**config.mk**
```make
export PLATFORM = sky130hd
export DESIGN_NAME = addr_gen_pool_strided
export DESIGN_NICKNAME = d
export VERILOG_FILES = /design/src/rtl/addr_gen_pool_strided.sv
export SDC_FILE = /design/constraint.sdc
export NUM_CORES = 1
export LEC_CHECK = 0
export BUFFER_PORTS_ARGS = -buffer_cell sky130_fd_sc_hd__buf_2
export CAP_MARGIN = 20
export CORE_MARGIN = 5
export CORE_UTILIZATION = 45
export DETAILED_ROUTE_END_ITERATION = 6
export PLACE_DENSITY = 0.73
export RECOVER_POWER = 100
export REMOVE_ABC_BUFFERS = 1
export SKIP_CTS_REPAIR_TIMING = 1
export SLEW_MARGIN = 20
export SYNTH_ARGS = -nofsm -noshare
export SYNTH_HDL_FRONTEND = slang
export SYNTH_SLANG_ARGS = --single-unit
```
**constraint.sdc**
```tcl
create_clock -name CLK -period 10.5 [get_ports CLK]
set_input_delay 0.525 -clock CLK [delete_from_list [all_inputs] [get_ports CLK]]
set_output_delay 0.525 -clock CLK [all_outputs]
set_load 0.01 [all_outputs]
```
**src/rtl/addr_gen_pool_strided.sv**
```systemverilog
// Strided pooling-window address generator: walks C channels of an HxW ifmap with a KxL
// window at stride SHxSW and emits one word address per kernel element over valid/ready.
// Optional feature macro: ADDR_BASE_EN (adds a BASE input offset latched with START).
module addr_gen_pool_strided #(
    parameter int ADDR_WIDTH    = 16,
    parameter int HEIGHT_WIDTH  = 7,
    parameter int KERSIZE_WIDTH = 5,
    parameter int STRIDE_WIDTH  = 3,
    parameter int CH_WIDTH      = 6
) (
    input  logic                     CLK,
    input  logic                     RESET_N,
    input  logic                     START,
    input  logic                     ABORT,
    input  logic [CH_WIDTH-1:0]      C,
    input  logic [HEIGHT_WIDTH-1:0]  H,
    input  logic [HEIGHT_WIDTH-1:0]  W,
    input  logic [KERSIZE_WIDTH-1:0] K,
    input  logic [KERSIZE_WIDTH-1:0] L,
    input  logic [STRIDE_WIDTH-1:0]  SH,
    input  logic [STRIDE_WIDTH-1:0]  SW,
`ifdef ADDR_BASE_EN
    input  logic [ADDR_WIDTH-1:0]    BASE,
`endif
    input  logic                     BIAS_READY,
    output logic                     BIAS_VALID,
    output logic [ADDR_WIDTH-1:0]    BIAS,
    output logic [CH_WIDTH-1:0]      BIAS_CH,
    output logic                     BIAS_PACK,
    output logic                     BIAS_LAST,
    output logic                     BUSY,
    output logic                     ERR
);

    localparam int DW = HEIGHT_WIDTH + KERSIZE_WIDTH + STRIDE_WIDTH;
    localparam int MW = CH_WIDTH + 2 * HEIGHT_WIDTH + STRIDE_WIDTH;
    localparam logic [63:0] ADDR_SPAN = 64'd1 << ADDR_WIDTH;

    typedef enum logic [1:0] {S_IDLE, S_CHECK, S_GEN, S_DONE} state_t;

    state_t                   r_state;
    logic [CH_WIDTH-1:0]      r_cfg_c;
    logic [HEIGHT_WIDTH-1:0]  r_cfg_h, r_cfg_w;
    logic [KERSIZE_WIDTH-1:0] r_cfg_k, r_cfg_l;
    logic [STRIDE_WIDTH-1:0]  r_cfg_sh, r_cfg_sw;
    logic [ADDR_WIDTH-1:0]    r_hw, r_shw;

    // Walk state: (r_row, r_col) is the window origin, r_line_base = (row + i) * W.
    logic [CH_WIDTH-1:0]      r_c;
    logic [KERSIZE_WIDTH-1:0] r_i, r_j;
    logic [HEIGHT_WIDTH-1:0]  r_row, r_col;
    logic [ADDR_WIDTH-1:0]    r_ch_base, r_win_base, r_line_base;

    logic                     r_valid, r_pack, r_last, r_busy, r_err;
    logic [ADDR_WIDTH-1:0]    r_bias;
    logic [CH_WIDTH-1:0]      r_bias_ch;

    logic [ADDR_WIDTH-1:0]    w_base;
    logic [MW-1:0]            w_chw, w_hw, w_shw;
    logic [DW-1:0]            w_h, w_w, w_k, w_l, w_sh, w_sw, w_row, w_col;
    logic                     w_cfg_bad;
    logic                     w_last_j, w_last_i, w_last_col, w_last_row, w_last_c;
    logic                     w_xfer, w_load;
    logic [ADDR_WIDTH-1:0]    w_addr;

`ifdef ADDR_BASE_EN
    logic [ADDR_WIDTH-1:0]    r_base;
    assign w_base = r_base;
`else
    assign w_base = '0;
`endif

    assign w_h   = DW'(r_cfg_h);
    assign w_w   = DW'(r_cfg_w);
    assign w_k   = DW'(r_cfg_k);
    assign w_l   = DW'(r_cfg_l);
    assign w_sh  = DW'(r_cfg_sh);
    assign w_sw  = DW'(r_cfg_sw);
    assign w_row = DW'(r_row);
    assign w_col = DW'(r_col);

    assign w_chw = MW'(r_cfg_c) * MW'(r_cfg_h) * MW'(r_cfg_w);
    assign w_hw  = MW'(r_cfg_h) * MW'(r_cfg_w);
    assign w_shw = MW'(r_cfg_sh) * MW'(r_cfg_w);

    assign w_cfg_bad = (r_cfg_c == '0) || (r_cfg_h == '0) || (r_cfg_w == '0) ||
                       (r_cfg_k == '0) || (r_cfg_l == '0) ||
                       (r_cfg_sh == '0) || (r_cfg_sw == '0) ||
                       (w_k > w_h) || (w_l > w_w) || (64'(w_chw) > ADDR_SPAN);

    // A further window fits only if its far edge stays inside the map.
    assign w_last_j   = (r_j == r_cfg_l - 1'b1);
    assign w_last_i   = (r_i == r_cfg_k - 1'b1);
    assign w_last_col = (w_col + w_sw + w_l > w_w);
    assign w_last_row = (w_row + w_sh + w_k > w_h);
    assign w_last_c   = (r_c == r_cfg_c - 1'b1);

    assign w_addr = w_base + r_ch_base + r_line_base + ADDR_WIDTH'(r_col) + ADDR_WIDTH'(r_j);
    assign w_xfer = r_valid && BIAS_READY;
    assign w_load = !r_valid || BIAS_READY;

    always_ff @(posedge CLK or negedge RESET_N) begin
        if (!RESET_N) begin
            r_state     <= S_IDLE;
            r_cfg_c     <= '0;
            r_cfg_h     <= '0;
            r_cfg_w     <= '0;
            r_cfg_k     <= '0;
            r_cfg_l     <= '0;
            r_cfg_sh    <= '0;
            r_cfg_sw    <= '0;
            r_hw        <= '0;
            r_shw       <= '0;
            r_c         <= '0;
            r_i         <= '0;
            r_j         <= '0;
            r_row       <= '0;
            r_col       <= '0;
            r_ch_base   <= '0;
            r_win_base  <= '0;
            r_line_base <= '0;
            r_valid     <= 1'b0;
            r_bias      <= '0;
            r_bias_ch   <= '0;
            r_pack      <= 1'b0;
            r_last      <= 1'b0;
            r_busy      <= 1'b0;
            r_err       <= 1'b0;
`ifdef ADDR_BASE_EN
            r_base      <= '0;
`endif
        end else begin
            r_err <= 1'b0;
            case (r_state)
                S_IDLE: begin
                    if (START) begin
                        r_cfg_c  <= C;
                        r_cfg_h  <= H;
                        r_cfg_w  <= W;
                        r_cfg_k  <= K;
                        r_cfg_l  <= L;
                        r_cfg_sh <= SH;
                        r_cfg_sw <= SW;
`ifdef ADDR_BASE_EN
                        r_base   <= BASE;
`endif
                        r_busy   <= 1'b1;
                        r_state  <= S_CHECK;
                    end
                end
                S_CHECK: begin
                    if (ABORT) begin
                        r_busy  <= 1'b0;
                        r_state <= S_IDLE;
                    end else if (w_cfg_bad) begin
                        r_err   <= 1'b1;
                        r_busy  <= 1'b0;
                        r_state <= S_IDLE;
                    end else begin
                        r_hw        <= ADDR_WIDTH'(w_hw);
                        r_shw       <= ADDR_WIDTH'(w_shw);
                        r_c         <= '0;
                        r_i         <= '0;
                        r_j         <= '0;
                        r_row       <= '0;
                        r_col       <= '0;
                        r_ch_base   <= '0;
                        r_win_base  <= '0;
                        r_line_base <= '0;
                        r_state     <= S_GEN;
                    end
                end
                S_GEN: begin
                    if (ABORT) begin
                        r_valid <= 1'b0;
                        r_pack  <= 1'b0;
                        r_last  <= 1'b0;
                        r_busy  <= 1'b0;
                        r_state <= S_IDLE;
                    end else if (w_xfer && r_last) begin
                        r_valid <= 1'b0;
                        r_pack  <= 1'b0;
                        r_last  <= 1'b0;
                        r_state <= S_DONE;
                    end else if (w_load) begin
                        r_valid   <= 1'b1;
                        r_bias    <= w_addr;
                        r_bias_ch <= r_c;
                        r_pack    <= w_last_i && w_last_j;
                        r_last    <= w_last_i && w_last_j && w_last_col && w_last_row && w_last_c;
                        // Odometer advance: j, i, window column, window row, channel.
                        if (!w_last_j) begin
                            r_j <= r_j + 1'b1;
                        end else begin
                            r_j <= '0;
                            if (!w_last_i) begin
                                r_i         <= r_i + 1'b1;
                                r_line_base <= r_line_base + ADDR_WIDTH'(r_cfg_w);
                            end else begin
                                r_i <= '0;
                                if (!w_last_col) begin
                                    r_col       <= r_col + HEIGHT_WIDTH'(r_cfg_sw);
                                    r_line_base <= r_win_base;
                                end else begin
                                    r_col <= '0;
                                    if (!w_last_row) begin
                                        r_row       <= r_row + HEIGHT_WIDTH'(r_cfg_sh);
                                        r_win_base  <= r_win_base + r_shw;
                                        r_line_base <= r_win_base + r_shw;
                                    end else begin
                                        r_row       <= '0;
                                        r_win_base  <= '0;
                                        r_line_base <= '0;
                                        r_c         <= r_c + 1'b1;
                                        r_ch_base   <= r_ch_base + r_hw;
                                    end
                                end
                            end
                        end
                    end
                end
                S_DONE: begin
                    r_busy  <= 1'b0;
                    r_state <= S_IDLE;
                end
                default: r_state <= S_IDLE;
            endcase
        end
    end

    assign BIAS_VALID = r_valid;
    assign BIAS       = r_bias;
    assign BIAS_CH    = r_bias_ch;
    assign BIAS_PACK  = r_pack;
    assign BIAS_LAST  = r_last;
    assign BUSY       = r_busy;
    assign ERR        = r_err;

endmodule

```
== Yosys cells after proc, flatten, opt, wreduce, memory -nomap -nowiden ==
Cells that the tools add are included.

* Register bits after elaboration: 167
* Latch bits: 0
* Bits in writable memories: 0
* ROM bits: 0
* Bits of input ports: 41
* Output and inout port bits: 27
* Word-level logic and storage cells: 199
* Memories: 0

* Add/sub/neg operators: 18
* Multipliers: 4
* Divide/modulo/power cells: 0
* Order comparisons: 5
* Eq/ne operators: 19
* Shifts and indexed selects: 0
* Multiplexer cells: 87
* Bitwise logic cells: 3
* Reductions and logical operators: 38

{| class="wikitable"
|+ Operators with widths
! cell !! count
|-
| $mux 16 || 21
|-
| $mux 7 || 15
|-
| $pmux 16 s2 || 3
|-
| $mux 5 || 11
|-
| $mux 6 || 9
|-
| $add 16x7->16 || 2
|-
| $pmux 7 s2 || 2
|-
| $ne 2x2->1 const B || 11
|-
| $gt 20x17->1 const B || 1
|-
| $mul 13x7->20 || 1
|-
| $pmux 5 s2 || 2
|-
| $add 8x5->9 || 2
|-
| $gt 9x7->1 || 2
|-
| $add 16x10->16 || 1
|-
| $add 16x14->16 || 1
|-
| $add 16x16->16 || 1
|-
| $add 16x5->16 || 1
|-
| $add 7x3->8 || 2
|-
| $mux 1 || 16
|-
| $add 7x3->7 || 2
|-
| $gt 5x7->1 || 2
|-
| $logic_not 7->1 || 2
|-
| $mul 7x7->14 || 1
|-
| $mul 6x7->13 || 1
|-
| 32 further kinds || 62
|}

== Logic depth before layout (Yosys ltp) ==
Gate-level depths: netlist of run 1.

* Word-level depth: 13
* Mapped depth: 39
* Mapped depth without buffers: 34

== Worst setup path before layout of run 1 ==
Ideal clock, no wire load.

* Kind: register to register
* Start: register r_cfg_h[0]
* End: register r_ch_base[10]
* Setup time: 0.142 ns
* Arrival time: 8.703 ns
* Data required time: 10.358 ns
* Slack: 1.655 ns
* Cell stages (with the launch flop): 38
* Buffers on the path: 5
* Period minus slack after synthesis: 8.845 ns
* Path through: dfrtp_1 -> clkbuf_1 -> clkbuf_1 -> nand2_1 -> fa_1 -> fa_1 -> fa_1 -> inv_1 -> ha_1 -> a21oi_1 -> nor2_1 -> nor2_1 -> o21bai_1 -> a21oi_1 -> o21bai_1 -> a21oi_1 -> xnor2_1 -> and2_1 -> (+2 left out) -> fa_1 -> inv_1 -> fa_1 -> inv_1 -> ha_1 -> inv_1 -> nor3_1 -> a2111oi_0 -> nand4b_1 -> a2111oi_2 -> o2111ai_1 -> o41a_1 -> or2_1 -> buf_6 -> buf_6 -> buf_6 -> nand3_1 -> o41ai_2

* Word-level cells in the longest chain between the ends: 12
* Elaborated cells on any way between the ends: 18
* Classes of those cells: mul: 2; order compare: 3; eq/ne: 2; reduce/logical: 11

{| class="wikitable"
|+ Ends and longest elaborated chain
! item !! line !! RTL
|-
| start, declared || 43 || <nowiki>logic [HEIGHT_WIDTH-1:0] r_cfg_h, r_cfg_w;</nowiki>
|-
| start signal, assigned || 106 || <nowiki>r_cfg_h <= '0;</nowiki>
|-
| start signal, assigned || 138 || <nowiki>r_cfg_h <= H;</nowiki>
|-
| branches (longest 11 deep; another with $mul 13x7->20) || n/a ||
|-
| $reduce_and 10->1 (no source line) * || n/a ||
|-
| end signal, assigned || 215 || <nowiki>r_ch_base <= r_ch_base + r_hw;</nowiki>
|-
| end, declared || 52 || <nowiki>logic [ADDR_WIDTH-1:0] r_ch_base, r_win_base, r_line_base;</nowiki>
|}

Every way passes the cells marked *.
A chain may end at the register's enable or synchronous reset.

== Worst setup path in the final report of run 1 ==
* Start: register r_cfg_h[5]
* End: register r_win_base[12]

* Word-level cells in the longest chain between the ends: 12
* Elaborated cells on any way between the ends: 25
* Classes of those cells: mul: 2; order compare: 3; eq/ne: 1; mux: 8; reduce/logical: 11

{| class="wikitable"
|+ Ends and longest elaborated chain
! item !! line !! RTL
|-
| branches (longest 12 deep; another with $mul 13x7->20) || n/a ||
|-
| end signal, assigned || 208 || <nowiki>r_win_base <= r_win_base + r_shw;</nowiki>
|-
| end, declared || 52 ||
|}

Several ways; the timed one is not identified. The select of a mux whose other input is x is not followed.

==> impl_metrics.json, run 1 <==
{
  "area_growth_pct": 7.68,
  "synth_mux_area_share_pct": 1.85,
  "synth_compound_area_share_pct": 15.4,
  "vias": 14216,
  "max_slew_margin_pct": -139,
  "crit_path_top_delay_cell": "fa_1",
  "violations": "max-capacitance violations, max-slew violations",
  "start_kind": "flop",
  "min_delay_path_depth": 3,
  "fin_nets": 2344,
  "worst-path-buf-inv": 7,
  "clock_skew_ps": 15.7,
  "cp_common_cell": "fa_1",
  "grt_max_degree": 62,
  "status": "complete, but fails checks",
  "critPathMaxFanout": 19,
  "cp.depth": 35,
  "r2r_cells": 35,
  "setup_violations": 0,
  "rsz0062_at_grt": "no",
  "yosys_warnings": 0,
  "synth-xor-area-share_pct": 5.43,
  "core_area_mm2": 0.0385,
  "synth_cells": 1920,
  "tritoncts": "yes",
  "utilization_pct": 48.7,
  "fin_setup_tns_ps": 0,
  "first_pass_iters": 5,
  "drtIter0Drc": 1061,
  "synth-seq-area-share_pct": 24.0,
  "die_area_mm2": 0.0427,
  "maxCapViolations": 5,
  "worstSetupEndpointType": "flop",
  "drc": 0,
  "antenna_found_initial": 0,
  "gr-usage-met2_pct": 36.4,
  "ys_ff_latch": 167,
  "finalHoldViolCount": 0,
  "detail_route.wl_per_cell_um": 18.3,
  "drv_slew": 270,
  "slowest_delay_ps": 550,
  "via_per_inst": 5.71,
  "synth_edf_count": 0,
  "grtUsageMet3_pct": 4.09,
  "fmax_ghz": 0.101,
  "cts_root_buffer": "clkbuf_16",
  "ios": 68,
  "synthAdderAreaFrac_pct": 30.5,
  "crit_family": "adder cells",
  "avgSynthCellArea_um2": 9.07,
  "clock-sinks": 167,
  "grt.total_usage_pct": 22.0,
  "grt_pass1_vias": 14711,
  "cts_max_path_buffers": 2,
  "critical_path_class": "flop to flop",
  "required_ps": 10830,
  "mostFrequentLayoutCells": "255 x nand2_1, 216 x ha_1, 166 x dfrtp_1",
  "use_met1_pct": 29.1,
  "layout-drive-gt1-share_pct": 6.80,
  "die_x_um": 207,
  "busiest_layer": "met2",
  "synthFlopType": "dfrtp_1",
  "detail-route-antenna-nets": 0,
  "fin_worst_hold_slack_ps": 284,
  "path_clk_slew_ps": 80,
  "drt-total-wl_um": 45600,
  "r2r_slack_ps": 590,
  "synth_simple_gate_area_share_pct": 17.2,
  "hp-class": "primary input to flop",
  "cts_buffers": 17,
  "hpwl_um": 35500,
  "nFillCells": 3580,
  "final_common_cell": "nand2_1",
  "fp-row-count": 72,
  "synth_top_family_by_area": "adder cells",
  "die_y_um": 207,
  "start_util_pct": 45.3,
  "multiInputGateArea_mm2": 0.0122,
  "async_reset_ff_share_pct": 100,
  "mappedNetlistArea_mm2": 0.0174,
  "place.gp.congestion": 0.901,
  "worst_pin_slew_ps": 3590,
  "grt-ovfl-total": 0,
  "synth.distinct_cells": 76,
  "ff_latch_area_mm2": 0.00418,
  "portBuffers": 67,
  "antenna_cells": 0,
  "fin_crit_ps": 9910,
  "clk_latency_ps": 450,
  "h-tree-depth": 4,
  "timing.final.crit_share_pct": 94.4,
  "grt_pass1_wl_um": 75300,
  "arrival_ps": 10240
}
==> cells by family (layout without fill, tap and decap cells) <==
group / count (synthesis) / in the layout
AND/OR/NAND/NOR: 630 / 630
AO/OA/AOI/OAI: 399 / 399
adder cells (fa/ha/maj): 346 / 346
buffers and inverters: 241 / 291
flip-flops: 167 / 167
XOR/XNOR: 108 / 108
multiplexers: 29 / 29
==> Yosys cell counts, drive strengths merged (4+ instances only) <==
cell type / n / area [um2]
a22o: 10 / 87.6
o311ai: 5 / 43.8
nor3: 24 / 120
a21boi: 5 / 37.5
nand2: 256 / 963
fa: 130 / 2600
inv: 162 / 608
clkbuf: 59 / 221
or3: 4 / 25.0
o22ai: 6 / 37.5
mux2: 25 / 282
o41ai: 16 / 208
nand2b: 22 / 138
a31oi: 16 / 100
a211oi: 13 / 103
o211ai: 12 / 90.1
o2bb2ai: 9 / 78.8
o21ai: 112 / 564
a31o: 5 / 43.8
nand3: 63 / 315
a21o: 32 / 240
clkinv: 5 / 18.8
nor2b: 14 / 87.6
and2: 89 / 557
o21bai: 19 / 143
nor3b: 4 / 30.0
o21a: 13 / 97.6
a21oi: 77 / 385
and3: 15 / 93.8
mux2i: 4 / 40.0
or2: 4 / 25.0
nand3b: 4 / 30.0
nand4: 14 / 87.6
buf: 15 / 125
dfrtp: 167 / 4180
nor2: 99 / 382
o31ai: 18 / 135
nor4: 9 / 62.6
xor2: 46 / 403
xnor2: 62 / 543
a32o: 4 / 40.0
ha: 216 / 2700
==> layer usage <==
metal / up-vias / part of all wire, %
met5: - / 0
met4: 0 / 3.2
met3: 95 / 6.9
met2: 507 / 46
met1: 6949 / 43
li1: 6665 / -
==> flip-flops by register name, summed over array words and instances (netlist names), 7 cells and up <==
name         count
BIAS            16
r_cfg_h          7
r_cfg_w          7
r_ch_base       16
r_col            7
r_hw            14
r_line_base     16
r_row            7
r_shw           10
r_win_base      16
==> layout make-up <==
| type | count | area share [%] |
|---|---|---|
| Clock inverter | 13 | 0.968 |
| Tap cell | 518 | 3.46 |
| Timing Repair Buffer | 92 | 2.48 |
| Clock buffer | 19 | 2.42 |
| Inverter | 167 | 3.36 |
| Sequential cell | 167 | 22.3 |
| Multi-Input combinational cell | 1512 | 65.0 |
==> worst reg2reg max path: cells and delay by family (launching register included) <==
kind                     cells  cell delay, ps
AO/OA/AOI/OAI               10            2430
XOR/XNOR                     1             270
adder cells (fa/ha/maj)      9            4150
buffers and inverters        7             930
flip-flops                   1             500
AND/OR/NAND/NOR              8            1550
==> worst paths after layout <==
check,endpoint,start
setup / recovery,r_win_base[12],r_cfg_h[5]
hold / removal,r_cfg_w[2],W[2]
setup reg to reg,r_win_base[12],r_cfg_h[5]
hold reg to reg,BIAS_CH[2],BIAS_CH[2]
max in group asynchronous,r_cfg_l[2],RESET_N
min in group asynchronous,BIAS[15],RESET_N
==> metrics by stage <==
stage | worst slack, ps | cell area, um2 | std cells
floorplan | 748 | 17100 | 1846
global placement | 925 | 18200 | 2456
detailed placement | 609 | 18200 | 2456
CTS | 533 | 18900 | 2488
global route | 19.2 | 18700 | 2488
finish | 585 | 18700 | 2488
Power of run 1 is not shown: default switching activity piles up to over one toggle a cycle in this logic, so the estimate is an artifact.
==> run 2, diff against run 1 <==
Settings changed: GPL_TIMING_DRIVEN set to 0.
==> run 2 against run 1 <==
The flow still finishes with violations (max-capacitance violations, max-slew violations). Clock skew is 4.8 ps lower. Critical path depth is 1 lower. Register-to-register slack better by 40 ps. Global-route usage is 0.64 points lower. Setup slack better by 41 ps. Cell count is 0.48% lower. Via count is 0.59% lower. Hold slack worse by 1.3 ps.
==> impl_metrics.json, run 2 (synthesized netlist as in run 1, its figures left out) <==
{
  "status": "complete, but fails checks",
  "violations": "max-capacitance violations, max-slew violations",
  "cts_root_buffer": "clkbuf_16",
  "finalInstanceArea_mm2": 0.0189,
  "crit_path_top_delay_cell": "dfrtp_1",
  "slowest_delay_ps": 560,
  "worst-path-buf-inv": 7,
  "clk_latency_ps": 450,
  "area_growth_pct": 8.49,
  "fin_nets": 2332,
  "detail-route-antenna-nets": 0,
  "core_area_mm2": 0.0385,
  "r2r_slack_ps": 630,
  "grt_pass1_wl_um": 73300,
  "critical_path_class": "flop to flop",
  "place.gp.congestion": 0.856,
  "portBuffers": 67,
  "placed_area_mm2": 0.0182,
  "path_clk_slew_ps": 70,
  "crit_family": "adder cells",
  "drv_slew": 99,
  "h-tree-depth": 4,
  "start_util_pct": 45.3,
  "fin_ws_ps": 627,
  "first_pass_iters": 5,
  "die_x_um": 207,
  "hold_end": "r_cfg_c[0]",
  "min_delay_path_depth": 3,
  "cp_common_cell": "fa_1",
  "mostFrequentLayoutCells": "255 x nand2_1, 216 x ha_1, 160 x inv_1",
  "drtIter0Drc": 1057,
  "fin_worst_hold_slack_ps": 283,
  "fp-row-count": 72,
  "nFillCells": 3544,
  "cts_max_path_buffers": 2,
  "worst_pin_slew_ps": 4280,
  "worstHoldStart": "C[0]",
  "timing.final.crit_share_pct": 94.0,
  "tritoncts": "yes",
  "rsz0062_at_grt": "no",
  "r2r_cells": 34,
  "drt-total-wl_um": 43700,
  "setup_violations": 0,
  "max_slew_margin_pct": -186,
  "cts_buffers": 17,
  "r2r-end": "r_win_base[5]",
  "clock-sinks": 167,
  "antenna_cells": 0,
  "hp-class": "primary input to flop",
  "final_common_cell": "nand2_1",
  "required_ps": 10830,
  "die_area_mm2": 0.0427,
  "ios": 68,
  "critPathMaxFanout": 59,
  "fmax_ghz": 0.101,
  "vias": 14132,
  "worstSetupEndpointType": "flop",
  "grt-ovfl-total": 0,
  "antenna_found_initial": 0,
  "grt_pass1_vias": 14340,
  "finalHoldViolCount": 0,
  "hpwl_um": 33200,
  "arrival_ps": 10200,
  "die_y_um": 207,
  "start_kind": "flop",
  "fin_crit_ps": 9870,
  "clock_skew_ps": 11.0,
  "layout-drive-gt1-share_pct": 7.61,
  "place_ws_ps": 107,
  "grt.total_usage_pct": 21.3,
  "grt_max_degree": 94,
  "drc": 0,
  "reg2reg_from": "r_cfg_c[5]",
  "maxCapViolations": 2,
  "fin_setup_tns_ps": 0,
  "via_per_inst": 5.71,
  "detail_route.wl_per_cell_um": 17.6
}
## run 2: cell types whose count changed in the layout (fill, tap and decap cells not counted), sizes merged
cell      previous run  this run
buf                 58        50
bufinv               3         6
clkbuf              53        48
clkinv               5         1
clkinvlp             3         6
inv                169       168
## run 2: worst max-delay path by stage
stage,to,slack (ps),start,depth (start not counted)
detailed placement,r_win_base[7],110,r_cfg_c[0],33
global route,r_row[3],10,r_cfg_h[1],32
finish,r_win_base[5],630,r_cfg_c[5],34
CTS,r_win_base[5],50,r_cfg_c[0],33
global placement,r_win_base[6],-1560,r_cfg_c[0],34
floorplan,r_win_base[5],750,r_cfg_h[0],30
## run 2: tightest hold or removal path, cell delays in order
cell	delay [ps]
buf_2	70
nand2_1	30
o21ai_0	60
## run 2: layout make-up
cell class                      instances  area [um2]  share of cell area, %
Multi-Input combinational cell       1512       12300                   64.9
Sequential cell                       167        4190                   22.2
Inverter                              167         649                   3.44
Tap cell                              518         648                   3.43
Timing Repair Buffer                   80         452                   2.39
Clock buffer                           18         439                   2.33
Clock inverter                         14         255                   1.35
## run 2: per-layer routing
metal | routed length, um | GRT usage (%) | vias to the layer above | share of wire [%]
met2 | 20700 | 35.4 | 430 | 47
met4 | 1020 | 6.42 | 0 | 2.3
met1 | 18900 | 28.3 | 6966 | 43
met3 | 3060 | 4.45 | 74 | 7.0
met5 | 0 | 0 | - | 0
li1 | - | - | 6662 | -
## run 2: through the flow
step / utilization [%] / cells
floorplan: - / 1846
CTS: 49.1 / 2467
detailed placement: 47.3 / 2435
finish: 49.1 / 2476
global route: 49.1 / 2476
global placement: 46.9 / 2431
Power of run 2 is left out for the same reason.
==> run 3, diff against run 2 <==
Settings changed: ABC_AREA set to 1.
==> run 3 against run 2 <==
The flow still finishes with violations (max-capacitance violations, max-slew violations). Synthesized cell count increased by 31%. Via count increased by 17%. Hold slack got worse by 22 ps. Fmax increased by 0.65%. Sequential share of layout area decreased by 0.99 points. Core utilization decreased by 0.74 points. Highest routed layer unchanged.
==> impl_metrics.json, run 3 <==
{
  "core_area_mm2": 0.0407,
  "fmax_ghz": 0.102,
  "synth_cells": 2522,
  "start_kind": "flop",
  "first_pass_iters": 5,
  "critPathMaxFanout": 45,
  "synth.distinct_cells": 47,
  "max_slew_margin_pct": -242,
  "fin_crit_ps": 9810,
  "grt_pass1_vias": 16215,
  "crit_family": "adder cells",
  "finalHoldViolCount": 0,
  "mostFrequentLayoutCells": "751 x nand2_1, 387 x inv_1, 216 x ha_1",
  "arrival_ps": 10160,
  "maxCapViolations": 3,
  "drtIter0Drc": 1210,
  "cts_buffers": 17,
  "mappedNetlistArea_mm2": 0.0185,
  "clock_skew_ps": 15.4,
  "critical_path_class": "flop to flop",
  "tritoncts": "yes",
  "path_clk_slew_ps": 70,
  "grt-ovfl-total": 0,
  "via_per_inst": 5.35,
  "slowest_delay_ps": 810,
  "drt-total-wl_um": 48000,
  "fin_setup_tns_ps": 0,
  "crit_path_top_delay_cell": "dfrtp_1",
  "yosys_warnings": 0,
  "final_common_cell": "nand2_1",
  "ios": 68,
  "yosys-top-cells-area": "dfrtp_1 23%, nand2_1 15%, ha_1 15%",
  "rsz0062_at_grt": "no",
  "fp-row-count": 74,
  "h-tree-depth": 4,
  "nFillCells": 3976,
  "area_growth_pct": 6.52,
  "netlist.area_leader.share_pct": 22.6,
  "vias": 16474,
  "grt.total_usage_pct": 21.7,
  "synth_common_cells": "750 x nand2_1, 386 x inv_1, 216 x ha_1, 167 x dfrtp_1, 164 x nor2_1",
  "antenna_cells": 0,
  "start_util_pct": 45.4,
  "status": "complete, but fails checks",
  "hpwl_um": 37000,
  "die_x_um": 213,
  "drc": 0,
  "portBuffers": 67,
  "grt_max_degree": 90,
  "ys_ff_latch": 167,
  "grt_pass1_wl_um": 80100,
  "detail_route.wl_per_cell_um": 15.6,
  "layout-drive-gt1-share_pct": 4.20,
  "timing.final.crit_share_pct": 93.4,
  "cp_common_cell": "fa_1",
  "async_reset_ff_share_pct": 100,
  "synth-seq-area-share_pct": 22.6,
  "setup_violations": 0,
  "die_y_um": 213,
  "synthFlopType": "dfrtp_1",
  "synth_edf_count": 0,
  "cts_max_path_buffers": 2,
  "drv_slew": 219,
  "avgSynthCellArea_um2": 7.33,
  "die_area_mm2": 0.0453,
  "detail-route-antenna-nets": 0,
  "violations": "max-capacitance violations, max-slew violations",
  "worst_pin_slew_ps": 5120,
  "worst-path-buf-inv": 4,
  "fin_nets": 2922,
  "cts_root_buffer": "clkbuf_16",
  "yosysTopAreaCell": "dfrtp_1",
  "hp-class": "primary input to flop",
  "yosysMostFrequentCell": "nand2_1",
  "required_ps": 10850,
  "clock-sinks": 167,
  "worstSetupEndpointType": "flop",
  "antenna_found_initial": 0,
  "clk_latency_ps": 460,
  "place.gp.congestion": 0.928
}
==> run 3: area by class of cell <==
type                    count  area (um2)  share of cell area, %
well taps                 532         666                   3.38
clock buffers              20         457                   2.32
flip-flops and latches    167        4180                   21.2
multi-input cells        1874       12400                   63.1
repair buffers             72         367                   1.86
clock inverters            12        95.1                  0.483
inverters                 403        1510                   7.68
==> run 3: cell families (layout without fill, tap and decap cells) <==
kind of cell / count (synthesis) / in the layout / share of synthesized area, %
XOR/XNOR: 94 / 94 / 4.45
AO/OA/AOI/OAI: 308 / 308 / 8.93
adder cells (fa/ha/maj): 346 / 346 / 28.7
buffers and inverters: 481 / 507 / 10.1
AND/OR/NAND/NOR: 1126 / 1126 / 25.3
flip-flops: 167 / 167 / 22.6
==> run 3: metrics by stage <==
stage               instance area [um2]  hold WS [ps]  instances  util (%)  setup slack (ps)
CTS                               19800           131       3080      48.7               894
global route                      19700           259       3080      48.4               169
finish                            19700           261       3080      48.4               690
detailed placement                19300           454       3048      47.3               930
global placement                  19100           451       3043      47.0              1110
floorplan                         18100           229       2444         -              2470
==> run 3: final timing paths <==
kind / start / endpoint / slack, ps / cells after the start
setup reg to reg: r_cfg_h[0] / r_col[0] / 690 / 35
min in group asynchronous: RESET_N / r_win_base[12] / 1940 / 1
setup / recovery: r_cfg_h[0] / r_col[0] / 690 / 35
hold / removal: SH[1] / r_cfg_sh[1] / 260 / 3
hold reg to reg: BIAS[1] / BIAS[1] / 470 / 2
max in group asynchronous: RESET_N / r_state[0] / 2760 / 2
==> run 3: worst reg2reg max path, delay by kind of cell, from the launching register on <==
family / cells / cell delay, ps
adders and majority gates: 9 / 4350
and+or+nand+nor: 14 / 2660
AOI/OAI and AO/OA: 7 / 1250
DFF: 1 / 810
xor gates and xnor gates: 1 / 420
buffers and inverters: 4 / 230
==> run 3: routing by layer <==
metal	track usage [%]	vias up	part of all wire, %
met2	35.9	507	47
met4	7.83	0	3.3
met5	0	-	0
met3	3.48	88	5.7
li1	-	7988	-
met1	29.0	7891	44
Power of run 3 is left out for the same reason.
